**src/rtl/uart_pkg.sv**
```systemverilog
// Shared definitions for the UART transmit channel.
//   PAR_*       : parity mode encodings carried on cfg_par
//   tx_state_t  : transmit framer states
//   OVERSAMPLE  : baud_pulses per bit time
//   TICK_W      : width of the per-bit pulse down-counter (covers a double stop bit)
package uart_pkg;

   localparam int OVERSAMPLE = 16;
   localparam int TICK_W     = $clog2(2 * OVERSAMPLE);

   localparam logic [1:0] PAR_NONE  = 2'd0;
   localparam logic [1:0] PAR_ODD   = 2'd1;
   localparam logic [1:0] PAR_EVEN  = 2'd2;
   localparam logic [1:0] PAR_STICK = 2'd3;

   typedef enum logic [2:0] {
      ST_IDLE,
      ST_START,
      ST_DATA,
      ST_PARITY,
      ST_STOP
   } tx_state_t;

endpackage

```
**src/rtl/uart_fifo_sync.sv**
```systemverilog
// Synchronous first-word-fall-through FIFO.
//   clk, rst   : clock, async active-high reset
//   wr, din    : push request and data
//   rd         : pop request (ignored when empty)
//   clr        : synchronous flush, wins over wr and rd
//   dout       : head entry, valid while !empty
//   count      : occupancy, full, empty
//   overflow   : one-cycle pulse after a write dropped because the FIFO was full
module uart_fifo_sync #(
   parameter int W     = 8,
   parameter int DEPTH = 16
) (
   input  logic                       clk,
   input  logic                       rst,
   input  logic                       wr,
   input  logic [W-1:0]               din,
   input  logic                       rd,
   input  logic                       clr,
   output logic [W-1:0]               dout,
   output logic [$clog2(DEPTH+1)-1:0] count,
   output logic                       full,
   output logic                       empty,
   output logic                       overflow
);

   localparam int AW = $clog2(DEPTH);
   localparam int CW = $clog2(DEPTH + 1);

   logic [W-1:0]  mem [DEPTH];
   logic [AW-1:0] wr_ptr;
   logic [AW-1:0] rd_ptr;
   logic          push;
   logic          pop;

   assign empty = (count == '0);
   assign full  = (count == CW'(DEPTH));
   assign pop   = rd && !empty && !clr;
   // A pop in the same cycle frees a slot, so a write into a full FIFO is still taken.
   assign push  = wr && !clr && (!full || pop);
   assign dout  = mem[rd_ptr];

   always_ff @(posedge clk or posedge rst) begin
      if (rst) begin
         wr_ptr   <= '0;
         rd_ptr   <= '0;
         count    <= '0;
         overflow <= 1'b0;
      end else begin
         overflow <= wr && !clr && full && !pop;
         if (clr) begin
            wr_ptr <= '0;
            rd_ptr <= '0;
            count  <= '0;
         end else begin
            if (push) wr_ptr <= wr_ptr + AW'(1);
            if (pop)  rd_ptr <= rd_ptr + AW'(1);
            case ({push, pop})
               2'b10:   count <= count + CW'(1);
               2'b01:   count <= count - CW'(1);
               default: count <= count;
            endcase
         end
      end
   end

   always_ff @(posedge clk) begin
      if (push) mem[wr_ptr] <= din;
   end

endmodule

```
**src/rtl/uart_tx_fifo_gen.sv**
```systemverilog
// UART transmit channel: transmit FIFO, runtime baud divisor, runtime character
// format (5..MAX_DATA_W data bits, parity, 1/2 stop bits) and break.
//   clk, rst               : clock, async active-high reset
//   wr, din, fifo_clr      : FIFO push / flush
//   cfg_div                : baud divisor (0 stops the generator)
//   cfg_len                : data bits minus 1 (clamped to 4..MAX_DATA_W-1)
//   cfg_par, cfg_stop2     : parity mode, two stop bits
//   cfg_brk                : force tx low
//   tx                     : serial line, idle high
//   baud_pulse             : 16x oversample tick
//   sreg_empty             : no frame in progress
//   fifo_empty/full/count  : FIFO status
//   overflow               : dropped-write pulse
//
// state     | meaning
// ----------+------------------------------------------------------------
// ST_IDLE   | line high; pop and latch the next character on a baud_pulse
// ST_START  | start bit, tx low
// ST_DATA   | data bits, LSB first
// ST_PARITY | parity bit precomputed at pop time
// ST_STOP   | stop bit(s), tx high, then back to idle
module uart_tx_fifo_gen
   import uart_pkg::*;
#(
   parameter int MAX_DATA_W = 8,
   parameter int FIFO_DEPTH = 16,
   parameter int DIV_W      = 16
) (
   input  logic                              clk,
   input  logic                              rst,
   input  logic                              wr,
   input  logic [MAX_DATA_W-1:0]             din,
   input  logic                              fifo_clr,
   input  logic [DIV_W-1:0]                  cfg_div,
   input  logic [$clog2(MAX_DATA_W)-1:0]     cfg_len,
   input  logic [1:0]                        cfg_par,
   input  logic                              cfg_stop2,
   input  logic                              cfg_brk,
   output logic                              tx,
   output logic                              baud_pulse,
   output logic                              sreg_empty,
   output logic                              fifo_empty,
   output logic                              fifo_full,
   output logic [$clog2(FIFO_DEPTH+1)-1:0]   fifo_count,
   output logic                              overflow
);

   localparam int                LEN_W    = $clog2(MAX_DATA_W);
   localparam logic [TICK_W-1:0] BIT_LOAD = TICK_W'(OVERSAMPLE - 1);
   localparam logic [TICK_W-1:0] TWO_LOAD = TICK_W'(2 * OVERSAMPLE - 1);

   logic [DIV_W-1:0]      baud_cnt;
   logic                  fifo_rd;
   logic [MAX_DATA_W-1:0] fifo_dout;

   tx_state_t             state, state_nxt;
   logic [TICK_W-1:0]     tick, tick_nxt;
   logic [LEN_W-1:0]      bit_cnt, bit_cnt_nxt;
   logic [MAX_DATA_W-1:0] shreg, shreg_nxt;
   logic                  has_par, has_par_nxt;
   logic                  stop2, stop2_nxt;
   logic                  par_bit, par_bit_nxt;

   logic [LEN_W-1:0]      len_eff;
   logic [MAX_DATA_W-1:0] masked;
   logic                  par_calc;
   logic [TICK_W-1:0]     stop_load;
   logic                  fsm_tx;

   uart_fifo_sync #(
      .W     (MAX_DATA_W),
      .DEPTH (FIFO_DEPTH)
   ) u_fifo (
      .clk      (clk),
      .rst      (rst),
      .wr       (wr),
      .din      (din),
      .rd       (fifo_rd),
      .clr      (fifo_clr),
      .dout     (fifo_dout),
      .count    (fifo_count),
      .full     (fifo_full),
      .empty    (fifo_empty),
      .overflow (overflow)
   );

   // A counter left above a freshly lowered divisor restarts at 0 without a pulse.
   always_ff @(posedge clk or posedge rst) begin
      if (rst) begin
         baud_cnt   <= '0;
         baud_pulse <= 1'b0;
      end else if (cfg_div == '0) begin
         baud_cnt   <= '0;
         baud_pulse <= 1'b0;
      end else if (baud_cnt == cfg_div - DIV_W'(1)) begin
         baud_cnt   <= '0;
         baud_pulse <= 1'b1;
      end else if (baud_cnt >= cfg_div) begin
         baud_cnt   <= '0;
         baud_pulse <= 1'b0;
      end else begin
         baud_cnt   <= baud_cnt + DIV_W'(1);
         baud_pulse <= 1'b0;
      end
   end

   always_comb begin
      len_eff = cfg_len;
      if (cfg_len < LEN_W'(4))
         len_eff = LEN_W'(4);
      else if (int'(cfg_len) > MAX_DATA_W - 1)
         len_eff = LEN_W'(MAX_DATA_W - 1);
   end

   // Parity covers only the bits that will actually be sent.
   always_comb begin
      masked = '0;
      for (int i = 0; i < MAX_DATA_W; i++)
         if (i <= int'(len_eff)) masked[i] = fifo_dout[i];
      case (cfg_par)
         PAR_ODD:   par_calc = ~^masked;
         PAR_EVEN:  par_calc = ^masked;
         PAR_STICK: par_calc = 1'b1;
         default:   par_calc = 1'b0;
      endcase
   end

   assign stop_load = stop2 ? TWO_LOAD : BIT_LOAD;

   always_ff @(posedge clk or posedge rst) begin
      if (rst) begin
         state   <= ST_IDLE;
         tick    <= '0;
         bit_cnt <= '0;
         shreg   <= '0;
         has_par <= 1'b0;
         stop2   <= 1'b0;
         par_bit <= 1'b0;
      end else begin
         state   <= state_nxt;
         tick    <= tick_nxt;
         bit_cnt <= bit_cnt_nxt;
         shreg   <= shreg_nxt;
         has_par <= has_par_nxt;
         stop2   <= stop2_nxt;
         par_bit <= par_bit_nxt;
      end
   end

   always_comb begin
      state_nxt   = state;
      tick_nxt    = tick;
      bit_cnt_nxt = bit_cnt;
      shreg_nxt   = shreg;
      has_par_nxt = has_par;
      stop2_nxt   = stop2;
      par_bit_nxt = par_bit;
      fifo_rd     = 1'b0;
      fsm_tx      = 1'b1;

      unique case (state)
         ST_IDLE: begin
            // A flush in the same cycle cancels the pop, so nothing is started.
            if (baud_pulse && !fifo_empty && !fifo_clr) begin
               fifo_rd     = 1'b1;
               state_nxt   = ST_START;
               tick_nxt    = BIT_LOAD;
               shreg_nxt   = fifo_dout;
               bit_cnt_nxt = len_eff;
               has_par_nxt = (cfg_par != PAR_NONE);
               stop2_nxt   = cfg_stop2;
               par_bit_nxt = par_calc;
            end
         end

         ST_START: begin
            fsm_tx = 1'b0;
            if (baud_pulse) begin
               if (tick == '0) begin
                  state_nxt = ST_DATA;
                  tick_nxt  = BIT_LOAD;
               end else begin
                  tick_nxt = tick - TICK_W'(1);
               end
            end
         end

         ST_DATA: begin
            fsm_tx = shreg[0];
            if (baud_pulse) begin
               if (tick == '0) begin
                  shreg_nxt = shreg >> 1;
                  if (bit_cnt == '0) begin
                     if (has_par) begin
                        state_nxt = ST_PARITY;
                        tick_nxt  = BIT_LOAD;
                     end else begin
                        state_nxt = ST_STOP;
                        tick_nxt  = stop_load;
                     end
                  end else begin
                     bit_cnt_nxt = bit_cnt - LEN_W'(1);
                     tick_nxt    = BIT_LOAD;
                  end
               end else begin
                  tick_nxt = tick - TICK_W'(1);
               end
            end
         end

         ST_PARITY: begin
            fsm_tx = par_bit;
            if (baud_pulse) begin
               if (tick == '0) begin
                  state_nxt = ST_STOP;
                  tick_nxt  = stop_load;
               end else begin
                  tick_nxt = tick - TICK_W'(1);
               end
            end
         end

         ST_STOP: begin
            fsm_tx = 1'b1;
            if (baud_pulse) begin
               if (tick == '0) state_nxt = ST_IDLE;
               else            tick_nxt  = tick - TICK_W'(1);
            end
         end

         default: state_nxt = ST_IDLE;
      endcase
   end

   assign sreg_empty = (state == ST_IDLE);
   // Break overrides the line only; the framer keeps its own timing underneath.
   assign tx = cfg_brk ? 1'b0 : fsm_tx;

endmodule

```
**config.mk**
```make
export PLATFORM = sky130hd
export DESIGN_NAME = uart_tx_fifo_gen
export DESIGN_NICKNAME = d
export VERILOG_FILES = /design/src/rtl/uart_pkg.sv /design/src/rtl/uart_fifo_sync.sv /design/src/rtl/uart_tx_fifo_gen.sv
export SDC_FILE = /design/constraint.sdc
export NUM_CORES = 1
export LEC_CHECK = 0
export ABC_AREA = 1
export CELL_PAD_IN_SITES_DETAIL_PLACEMENT = 1
export CELL_PAD_IN_SITES_GLOBAL_PLACEMENT = 1
export CORE_MARGIN = 5
export CORE_UTILIZATION = 50
export DETAILED_ROUTE_END_ITERATION = 8
export HOLD_SLACK_MARGIN = 0.06
export PLACE_DENSITY_LB_ADDON = 0.1
export SLEW_MARGIN = 30
export SYNTH_ARGS = -nofsm -noshare
export SYNTH_HDL_FRONTEND = slang
export SYNTH_SLANG_ARGS = --single-unit
```
**constraint.sdc**
```tcl
create_clock -name clk -period 7.5 [get_ports clk]
set_input_delay 1.5 -clock clk [delete_from_list [all_inputs] [get_ports clk]]
set_output_delay 1.5 -clock clk [all_outputs]
set_load 0.05 [all_outputs]
```
=== Word-level counts from Yosys, hierarchy flattened ===
Memory sizes are Yosys's and may differ from the RTL's.
Index checks and enable logic that the tools add are counted.

* Register bits: 53
* Bits in writable memories: 128
* Bits of input ports: 35
* Output and inout port bits: 11
* Word-level logic and storage cells: 145
* Memories kept: 1

* $add $sub $neg: 8
* $lt $le $gt $ge: 9
* Eq/ne operators: 23
* Muxes and demuxes: 60
* Reductions and logical operators: 31

{| class="wikitable"
|+ Memories
! name !! depth !! bits a word !! read ports !! clocked after Yosys merged registers in !! write ports !! line !! text
|-
| u_fifo.mem || 16 || 8 || 1 || 0 || 1 || uart_fifo_sync.sv:29 || <nowiki>logic [W-1:0] mem [DEPTH];</nowiki>
|}

{| class="wikitable"
|+ Operator list
! cell !! number
|-
| 5-bit 2-to-1 mux || 13
|-
| 16-bit 2-to-1 mux || 3
|-
| 3-bit 2-to-1 mux || 16
|-
| 5-bit one-hot mux with 5 select lines || 1
|-
| 8-bit 2-to-1 mux || 3
|-
| 2-bit inequality test, second input constant || 11
|-
| 16-bit by 1-bit adder with 16-bit output, second input constant || 1
|-
| 16-bit equality test || 1
|-
| 16-bit greater-or-equal comparator || 1
|-
| 16-bit logical NOT || 1
|-
| 4-bit 2-to-1 mux || 4
|-
| 8-bit one-hot mux with 2 select lines || 1
|-
| 16-bit by 1-bit subtractor with 16-bit output, second input constant || 1
|-
| 3-bit one-hot mux with 5 select lines || 1
|-
| 1-bit 2-to-1 mux || 14
|-
| 3-bit <= comparator, first input constant || 4
|-
| 5-bit logical NOT || 2
|-
| 5-bit one-hot mux with 2 select lines || 1
|-
| 10-bit AND reduction || 1
|-
| 5-bit by 1-bit subtractor with 5-bit output, second input constant || 2
|-
| 4-bit by 1-bit adder with 4-bit output, second input constant || 2
|-
| 1-bit logical AND || 8
|-
| 2-bit nonzero test || 4
|-
| 8-bit XNOR reduction || 1
|-
| other kinds (24) || 34
|}

=== Longest topological paths before layout ===
Gate-level depths: netlist of run 1.

* Depth in word-level cells: 13
* Gate-level depth with buffers: 19
* Depth with buffers taken out: 17

=== Cells and area by module ===
Synthesis of run 1 repeated with hierarchy kept, for this count alone.

* Cell total of the unflattened synthesis: 1058
* Area total of the unflattened synthesis: 9711.8 µm²

{| class="wikitable"
|+ Modules (own cells, without submodules)
! module !! times used !! cells each !! area each (µm²) !! sequential area each (µm²)
|-
| uart_fifo_sync || 1 || 505 || 6015.8 || 4194.0
|-
| uart_tx_fifo_gen || 1 || 553 || 3696.0 || 975.9
|}

=== Worst setup path after synthesis of run 1 ===
Ideal clock, no wire load.

* Path kind: input -> output
* Start: input port cfg_brk
* End: output port tx
* Data arrival time: 2.260 ns
* Data required time: 6.000 ns
* Setup slack: 3.740 ns
* Cell stages on the path: 1
* Buffers on the path: 0
* Cells stage by stage: a21oi_1

* Longest elaborated chain between the ends: 1

{| class="wikitable"
|+ Ends and longest elaborated chain
! element !! line !! text
|-
| from (decl) || uart_tx_fifo_gen.sv:38 || <nowiki>input logic cfg_brk,</nowiki>
|-
| 1-bit 2-to-1 mux || uart_tx_fifo_gen.sv:237 || <nowiki>assign tx = cfg_brk ? 1'b0 : fsm_tx;</nowiki>
|-
| to (decl) || uart_tx_fifo_gen.sv:39 || <nowiki>output logic tx,</nowiki>
|}

Every way passes these cells.

=== Worst setup path after layout of run 1 ===
* Start: input port fifo_clr
* End: memory u_fifo.mem[2][5], enable pin

* Longest elaborated chain between the ends: 10
* Elaborated cells on any way between the ends: 11
* Those cells by class: mux: 4; reduce/logical: 7

{| class="wikitable"
|+ Ends and longest elaborated chain
! element !! line !! text
|-
| from (decl) || uart_tx_fifo_gen.sv:33 || <nowiki>input logic fifo_clr,</nowiki>
|-
| 1-bit logical NOT (*) || uart_fifo_sync.sv:37, uart_fifo_sync.sv:39, uart_tx_fifo_gen.sv:164 ||
|-
| 1-bit logical AND || uart_tx_fifo_gen.sv:164 || <nowiki>if (baud_pulse && !fifo_empty && !fifo_clr) begin</nowiki>
|-
| 1-bit 2-to-1 mux || uart_tx_fifo_gen.sv:164 ||
|-
| 1-bit 2-to-1 mux || uart_tx_fifo_gen.sv:161 || <nowiki>unique case (state)</nowiki>
|-
| 1-bit logical AND (2 in a row) || uart_fifo_sync.sv:37 || <nowiki>assign pop = rd && !empty && !clr;</nowiki>
|-
| 1-bit logical OR || uart_fifo_sync.sv:39 || <nowiki>assign push = wr && !clr && (!full || pop);</nowiki>
|-
| 1-bit logical AND (*) || uart_fifo_sync.sv:39 ||
|-
| 1-bit 2-to-1 mux (*) || uart_fifo_sync.sv:67 || <nowiki>if (push) mem[wr_ptr] <= din;</nowiki>
|-
| 1-bit 2-to-1 mux (implied by the code) (*) || uart_fifo_sync.sv:67 ||
|-
| to (decl) || uart_fifo_sync.sv:29 ||
|}

Every way passes the cells marked *; elsewhere a longest branch is shown, timed or not.

==> results of run 1 <==
cell families (layout without fill, tap and decap cells):
family,Yosys count,count (layout)
flip-flops,181,181
AO/OA/AOI/OAI,90,90
XOR/XNOR,42,42
buffers and inverters,203,251
AND/OR/NAND/NOR,609,609
adder cells (fa/ha/maj),30,30
critical path: stages:
cell and delay (ps):
sky130_fd_sc_hd__clkdlybuf4s50_1 520, sky130_fd_sc_hd__clkinv_1 210, sky130_fd_sc_hd__nand3_1 100, sky130_fd_sc_hd__a22oi_1 370
sky130_fd_sc_hd__nand3_1 460, sky130_fd_sc_hd__nand2_1 180, sky130_fd_sc_hd__nand2_1 140, sky130_fd_sc_hd__inv_1 240
sky130_fd_sc_hd__nand2_1 250, sky130_fd_sc_hd__nor2_1 650
layout by cell type (no fill, tap or decap), types with 3 or more instances in the layout:
| master | netlist | routed |
|---|---|---|
| sky130_fd_sc_hd__inv_1 | 164 | 163 |
| sky130_fd_sc_hd__nor2_1 | 113 | 113 |
| sky130_fd_sc_hd__clkbuf_16 | 0 | 17 |
| sky130_fd_sc_hd__or2_1 | 8 | 8 |
| sky130_fd_sc_hd__nand4_1 | 11 | 11 |
| sky130_fd_sc_hd__nand2_1 | 331 | 331 |
| sky130_fd_sc_hd__nor2_2 | 3 | 3 |
| sky130_fd_sc_hd__ha_1 | 29 | 29 |
| sky130_fd_sc_hd__nor4_1 | 4 | 3 |
| sky130_fd_sc_hd__xor2_1 | 28 | 28 |
| sky130_fd_sc_hd__a22oi_1 | 3 | 3 |
| sky130_fd_sc_hd__o21ai_0 | 39 | 39 |
| sky130_fd_sc_hd__inv_6 | 0 | 3 |
| sky130_fd_sc_hd__nand3_1 | 117 | 117 |
| sky130_fd_sc_hd__buf_4 | 5 | 5 |
| sky130_fd_sc_hd__inv_2 | 2 | 3 |
| sky130_fd_sc_hd__xnor2_1 | 14 | 14 |
| sky130_fd_sc_hd__clkinv_8 | 0 | 5 |
| sky130_fd_sc_hd__nand3b_1 | 3 | 3 |
| sky130_fd_sc_hd__nor3_1 | 5 | 5 |
| sky130_fd_sc_hd__dfrtp_1 | 53 | 52 |
| sky130_fd_sc_hd__or2_2 | 3 | 3 |
| sky130_fd_sc_hd__inv_8 | 0 | 4 |
| sky130_fd_sc_hd__clkdlybuf4s50_1 | 0 | 45 |
| sky130_fd_sc_hd__o21ai_1 | 4 | 4 |
| sky130_fd_sc_hd__o211ai_1 | 8 | 8 |
| sky130_fd_sc_hd__edfxtp_1 | 128 | 128 |
| sky130_fd_sc_hd__a21oi_1 | 23 | 23 |
per-layer routing:
layer	wire length [um]	global-route usage, %	share of wire, %	vias up
met5	0	0	0	-
met3	1330	4.82	4.9	34
met4	438	6.54	1.6	0
met2	13300	42.6	49	160
met1	12000	32.8	44	3845
li1	-	-	-	3801
flip-flops by register name, summed over array words and instances (netlist names), 3 cells and up:
register       count
u_fifo.rd_ptr      4
tick               5
u_fifo.wr_ptr      4
shreg              8
u_fifo.mem       128
state              3
baud_cnt          16
u_fifo.count       5
bit_cnt            3
path summary, 6_finish.rpt:
| check | end | slack (ps) |
|---|---|---|
| max | u_fifo.mem[2][5] | 2960 |
| max in group asynchronous | u_fifo.rd_ptr[0] | 5410 |
| min in group asynchronous | u_fifo.overflow | 1580 |
| min | shreg[4] | 490 |
| max reg2reg | u_fifo.mem[2][5] | 4030 |
| min reg2reg | shreg[4] | 490 |
report_power, final:
group          switching [W]  total (W)  internal, W
Clock               0.000449   0.000900     0.000451
Sequential         0.0000386    0.00114      0.00110
Combinational       0.000176   0.000290     0.000113
layout make-up:
class | count | area [sq um] | area share (%)
Sequential cell | 181 | 5170 | 46.6
Multi-Input combinational cell | 771 | 3870 | 34.9
Inverter | 168 | 631 | 5.68
Timing Repair Buffer | 51 | 493 | 4.44
Clock buffer | 17 | 425 | 3.83
Tap cell | 265 | 332 | 2.99
Clock inverter | 15 | 176 | 1.59
stage by stage:
stage,setup slack [ps],hold WS [ps]
floorplan,3740,450
CTS,2900,492
finish,2960,488
detailed placement,2560,474
global placement,2720,468
global route,2590,528
==> impl_summary.txt, run 1 <==
----------------------------------------------------
[Status]
  Status ... finished clean

[STA]
  Pins over their slew limit ... 0
  Final cycle utilization of the critical path ... between 60 and 70%
  Post-layout min period ... ~4500 ps
  Setup violators final ... 0
  Slew at the pin closest to its max-slew limit ... 943 ps
  Fin. Hold Viols ... 0
  Clock tree skew after final layout ... 13.3 ps
  Unrepaired setup endpoints after global routing ... no
  Total negative setup slack ... 0 ps
  Worst rel slew slack ... between 30% and 40%
  Maximum clock frequency ... 220 MHz

[Floorplan]
  Initial standard-cell utilization of the core ... around half
  Floorplan die height ... 150 um
  Die area ... between 20000 and 25000 sq um
  Row count ... 51
  Die width ... between 150 and 200 um
  Placeable core region ... ~19000 sq um
  I/O pin total ... 46

[GRT]
  First-pass GRT wire length ... 43300 um
  Global router's overall resource usage ... around a quarter
  Overall overflow remaining after global route ... 0
  Vias in the first global route ... slightly above 8000
  Antenna violations before repair ... 0
  Maximum number of pins on one net before global-route repair ... a little under 90

[Logic synthesis]
  Xor-xnor portion of the synthesized cell area ... 3.75%
  Adder and majority cell fraction of the synthesized area ... between 3 and 4%
  Top post-synthesis cells by count ... 331 x sky130_fd_sc_hd__nand2_1, 164 x sky130_fd_sc_hd__inv_1, 128 x sky130_fd_sc_hd__edfxtp_1
  Syn Inst Count ... around 1200
  Combined area of all synthesized cells ... 9810 sq um
  Mapped Nets ... 1220
  Largest family of logic cells by synthesized area ... simple AND/OR/NAND/NOR gates
  Simple-gate share of the synthesized area ... a little over a quarter
  Cell accounting for the most synthesized area ... sky130_fd_sc_hd__edfxtp_1
  Area share of the leading cell type in the synthesized netlist ... between 30% and 40%
  Async set or reset register ratio after synthesis ... 29.3%
  Synth area leaders ... sky130_fd_sc_hd__edfxtp_1 39%, sky130_fd_sc_hd__dfrtp_1 14%, sky130_fd_sc_hd__nand2_1 13%, sky130_fd_sc_hd__inv_1 6.3%, sky130_fd_sc_hd__nand3_1 6.0%
  Seq cells post-synth ... about 180
  Post-synth EDFFs ... 128
  Synthesized-area fraction occupied by ao, oa, aoi and oai cells ... roughly 5.2%
  Multiplexer fraction of the synthesized cell area ... 0%
  Sequential cell area fraction in the yosys report ... roughly 53%
  Mean Syn Cell Area ... 8.50 sq um
  Count of yosys warnings during synthesis ... 0
  Count of different cell masters after synthesis ... 49
  Leading cell type by number of instances after synthesis ... sky130_fd_sc_hd__nand2_1
  Leading register cell type out of synthesis ... sky130_fd_sc_hd__edfxtp_1

[Pwr]
  Leakage power figure ... roughly 5.0 nW
  Peak supply drop ... approximately 0.00017 V
  Power density relative to cell area ... 210 nW/um^2
  Power after layout ... ~0.0023 W

[Placement]
  Post-detailed-placement half-perimeter wirelength ... 18600 um
  Port Buffer Count ... 45
  Global placer's final weighted congestion ... about 0.84
  Cell area after placement ... roughly 10000 sq um
  Instance count after placement with tap cells included ... ~1400

[Cells and area]
  Count of antenna diodes in the layout ... 0
  Net total in the final layout ... 1255
  Final design utilization ... a little under three fifths
  Final instance area ... roughly 11000 sq um
  Count of fill cells added during filler insertion ... 2347
  Signed area change from the synthesized netlist to the final layout ... 13.1%
  Layout Cells excl Fill ... roughly 1500
  Layout cell share with drive strength beyond 1 ... ~4.7%

[Clock network]
  Hold_buf cts ... 0
  Maximum number of buffers from clock root to sink ... 2
  CTS tree ... done
  Resized Gates After CTS ... 0
  Source-to-sink clock delay at the later pin of the worst-skew pair ... between 400 and 500 ps
  Inserted Clock Buffers ... 17
  Clock slew at the register clock pins of the worst setup and hold paths ... 70 ps
  Post-CTS setup buffers ... 0
  CTS Root Cell ... sky130_fd_sc_hd__clkbuf_16
  Clock Sink Count ... 181
  H-tree levels ... 4

[Worst hold path]
  Min-Delay Path Depth ... 2
  Origin of the worst min-delay path ... shreg[4]
  Worst Hold Class ... flip-flop to flip-flop

[Worst setup path]
  R2R depth ... 10
  Type of the worst setup path ... input port to flip-flop
  Peak fanout along the critical path ... 12
  Critical Path Sink Type ... flip-flop
  Launching instance or port of the critical path ... fifo_clr
  Element type at the critical path start ... input port
  Reg-to-reg startpoint ... state[2]
  Worst Path Arrival ... 4610 ps
  Required arrival time at the worst endpoint ... 7560 ps

[Route]
  Antenna Nets Post-Route ... 0
  Drt initial violations ... 464
  Post-Route WL ... approximately 27000 um
  Initial DRT Pass Iterations ... 5
  DR DRC count ... 0
  Routed WL per cell ... between 15 and 20 um
  Number of vias after detailed routing ... roughly 7800
  Number of vias per cell ... about 5.3

[Job]
  # Max-Cap Violations ... 0

----------------------------------------------------
Note: power is estimated with default switching activity, not from simulation.
==> run 2: changes to the inputs <==
CORE_UTILIZATION = 47   (was 50)
clock period = 4.7 ns   (was 7.5 ns; I/O delays follow)
==> run 2 against run 1 <==
Sequential cell count unchanged; combinational power increased by 58%; largest power group unchanged; worst hold slack improved by 5.6 ps; final cell count increased by 0.82%; wire length decreased by 2.3%; clock power increased by 59%; clock skew decreased by 0.52 ps.
==> impl_summary.txt, run 2 (same netlist as run 1, synthesis figures left out) <==
----------------------------------------------------
[Floorplan]
  Die width ... roughly 150 um
  Initial standard-cell utilization of the core ... approximately half
  Row count ... 52
  I/O pin total ... 46
  Placeable core region ... between 20000 and 25000 sq um
  Floorplan die height ... 155 um
  Die area ... between 20000 and 25000 sq um

[Worst hold path]
  Min-Delay Path Depth ... 2
  Hold Path Sink ... shreg[1]
  Worst Hold Class ... flip-flop to flip-flop
  Origin of the worst min-delay path ... shreg[1]

[Cells and area]
  Flip-flop count of the largest register after layout ... 128
  Most flop-heavy register ... u_fifo.mem
  Net total in the final layout ... about 1300
  Commonest non-fill, non-tap cells in the layout ... 331 x sky130_fd_sc_hd__nand2_1, 163 x sky130_fd_sc_hd__inv_1, 128 x sky130_fd_sc_hd__edfxtp_1, 117 x sky130_fd_sc_hd__nand3_1, 113 x sky130_fd_sc_hd__nor2_1
  Registers with the highest flip-flop counts ... u_fifo.mem: 128 flops, baud_cnt: 16 flops, shreg: 8 flops
  Layout cell share with drive strength beyond 1 ... under 10%
  Most common cell after layout, fill and taps aside ... sky130_fd_sc_hd__nand2_1
  Signed area change from the synthesized netlist to the final layout ... 13.5%
  Count of antenna diodes in the layout ... 0

[Pwr]
  Peak supply drop ... around 0.00024 V
  Leakage power figure ... 5.00 nW
  Power after layout ... about 0.0037 W
  Power density relative to cell area ... around 330 nW/um^2

[Clock network]
  Inserted Clock Buffers ... 17
  Maximum number of buffers from clock root to sink ... 2
  Clock Sink Count ... between 150 and 200
  Source-to-sink clock delay at the later pin of the worst-skew pair ... approximately 440 ps
  CTS tree ... done
  CTS Root Cell ... sky130_fd_sc_hd__clkbuf_16
  Clock slew at the register clock pins of the worst setup and hold paths ... approximately 70 ps
  H-tree levels ... 4
  Post-CTS setup buffers ... 0
  Hold_buf cts ... 0
  Resized Gates After CTS ... 0

[GRT]
  Vias in the first global route ... about 8000
  First-pass GRT wire length ... around 42000 um
  Global router's overall resource usage ... 22.6%
  Antenna violations before repair ... 0
  Overall overflow remaining after global route ... 0
  Maximum number of pins on one net before global-route repair ... a little over 50

[Worst setup path]
  Critical Path Sink Type ... flip-flop
  CP most frequent cell ... sky130_fd_sc_hd__nand2_1
  Crit path cell chain ... clkdlybuf4s50_1, clkinv_1, nand3_1, a22oi_1, nand3_1, nand2_1, nand2_1, inv_1, nand2_1, nor2_1
  Register-to-register path setup slack ... approximately 1700 ps
  Worst Path Arrival ... 3570 ps
  Element type at the critical path start ... input port
  R2R depth ... 16
  Peak fanout along the critical path ... 8
  Crit Reg-Reg Endpoint ... par_bit
  Top Family by Delay on Critical Path ... simple AND/OR/NAND/NOR gates
  Reg-to-reg startpoint ... u_fifo.rd_ptr[0]
  Required arrival time at the worst endpoint ... approximately 4800 ps
  Crit path buf inv count ... 3
  Type of the worst setup path ... input port to flip-flop
  Standard cell with the maximum stage delay on the critical path ... sky130_fd_sc_hd__nor2_1
  Maximum single-stage delay on the critical path ... 620 ps

[Job]
  # Max-Cap Violations ... 0

[Route]
  Post-Route WL ... 26400 um
  Initial DRT Pass Iterations ... 4
  Number of vias after detailed routing ... approximately 8000
  Antenna Nets Post-Route ... 0
  Drt initial violations ... 487
  DR DRC count ... 0
  Number of vias per cell ... approximately 5.3
  Routed WL per cell ... ~18 um

[STA]
  Total negative setup slack ... 0 ps
  Final cycle utilization of the critical path ... about three quarters
  Post-layout min period ... roughly 3500 ps
  Maximum clock frequency ... between 200 and 300 MHz
  Unrepaired setup endpoints after global routing ... no
  Slew at the pin closest to its max-slew limit ... slightly above 900 ps
  Pins over their slew limit ... 0
  Setup violators final ... 0
  Worst rel slew slack ... 38.3%
  Clock tree skew after final layout ... 12.8 ps
  Fin. Hold Viols ... 0

[Placement]
  Post-detailed-placement half-perimeter wirelength ... 18700 um
  Global placer's final weighted congestion ... 0.842
  Port Buffer Count ... 45

[Status]
  Status ... finished clean

----------------------------------------------------
-- run 2: worst max path at each step --
stage / startpoint / end / slack (ps) / cells after the start
CTS: fifo_clr / u_fifo.mem[15][0] / 1180 / 10
global placement: fifo_clr / u_fifo.count[4] / 840 / 16
global route: fifo_clr / u_fifo.count[4] / 890 / 16
floorplan: state[0] / u_fifo.count[4] / 1610 / 16
detailed placement: fifo_clr / u_fifo.mem[15][0] / 710 / 10
finish: fifo_clr / u_fifo.mem[15][1] / 1200 / 10
-- run 2: layer usage --
metal	GRT usage, %	up-vias	wire length [um]	part of all wire, %
met3	4.19	30	1110	4.2
met4	6.35	0	437	1.7
li1	-	3812	-	-
met1	30.9	3840	12100	46
met2	37.1	149	12800	48
met5	0	-	0	0
-- run 2: cell type report --
class                   instances  area (sq um)
clock buffers                  17           425
clock inverters                14           159
fillers                      2405          9290
inverters                     168           631
multi-input cells             771          3860
flip-flops and latches        181          5170
well taps                     270           338
repair buffers                 59           553
-- run 2: per-stage QoR --
step	instances	util [%]	hold slack (ps)	area, sq um	worst slack [ps]
floorplan	1155	-	450	9810	1610
global placement	1448	51.6	465	10500	837
detailed placement	1448	51.6	480	10500	707
CTS	1479	54.5	497	11100	1180
global route	1480	54.5	523	11100	886
finish	1480	54.5	493	11100	1200
-- run 2: tightest hold or removal path, delay by kind of cell (launching register included) --
kind            cells  cell delay [ps]
simple gates        1               50
flops               1              350
compound gates      1               60
-- run 2: report_power, final --
group | internal (W) | total (W) | leakage [nW] | switching [W]
registers | 0.00176 | 0.00182 | 1.84 | 0.0000617
clock network | 0.000753 | 0.00143 | 0.275 | 0.000680
logic | 0.000183 | 0.000458 | 2.88 | 0.000275
total | 0.00269 | 0.00371 | 5.00 | 0.00102
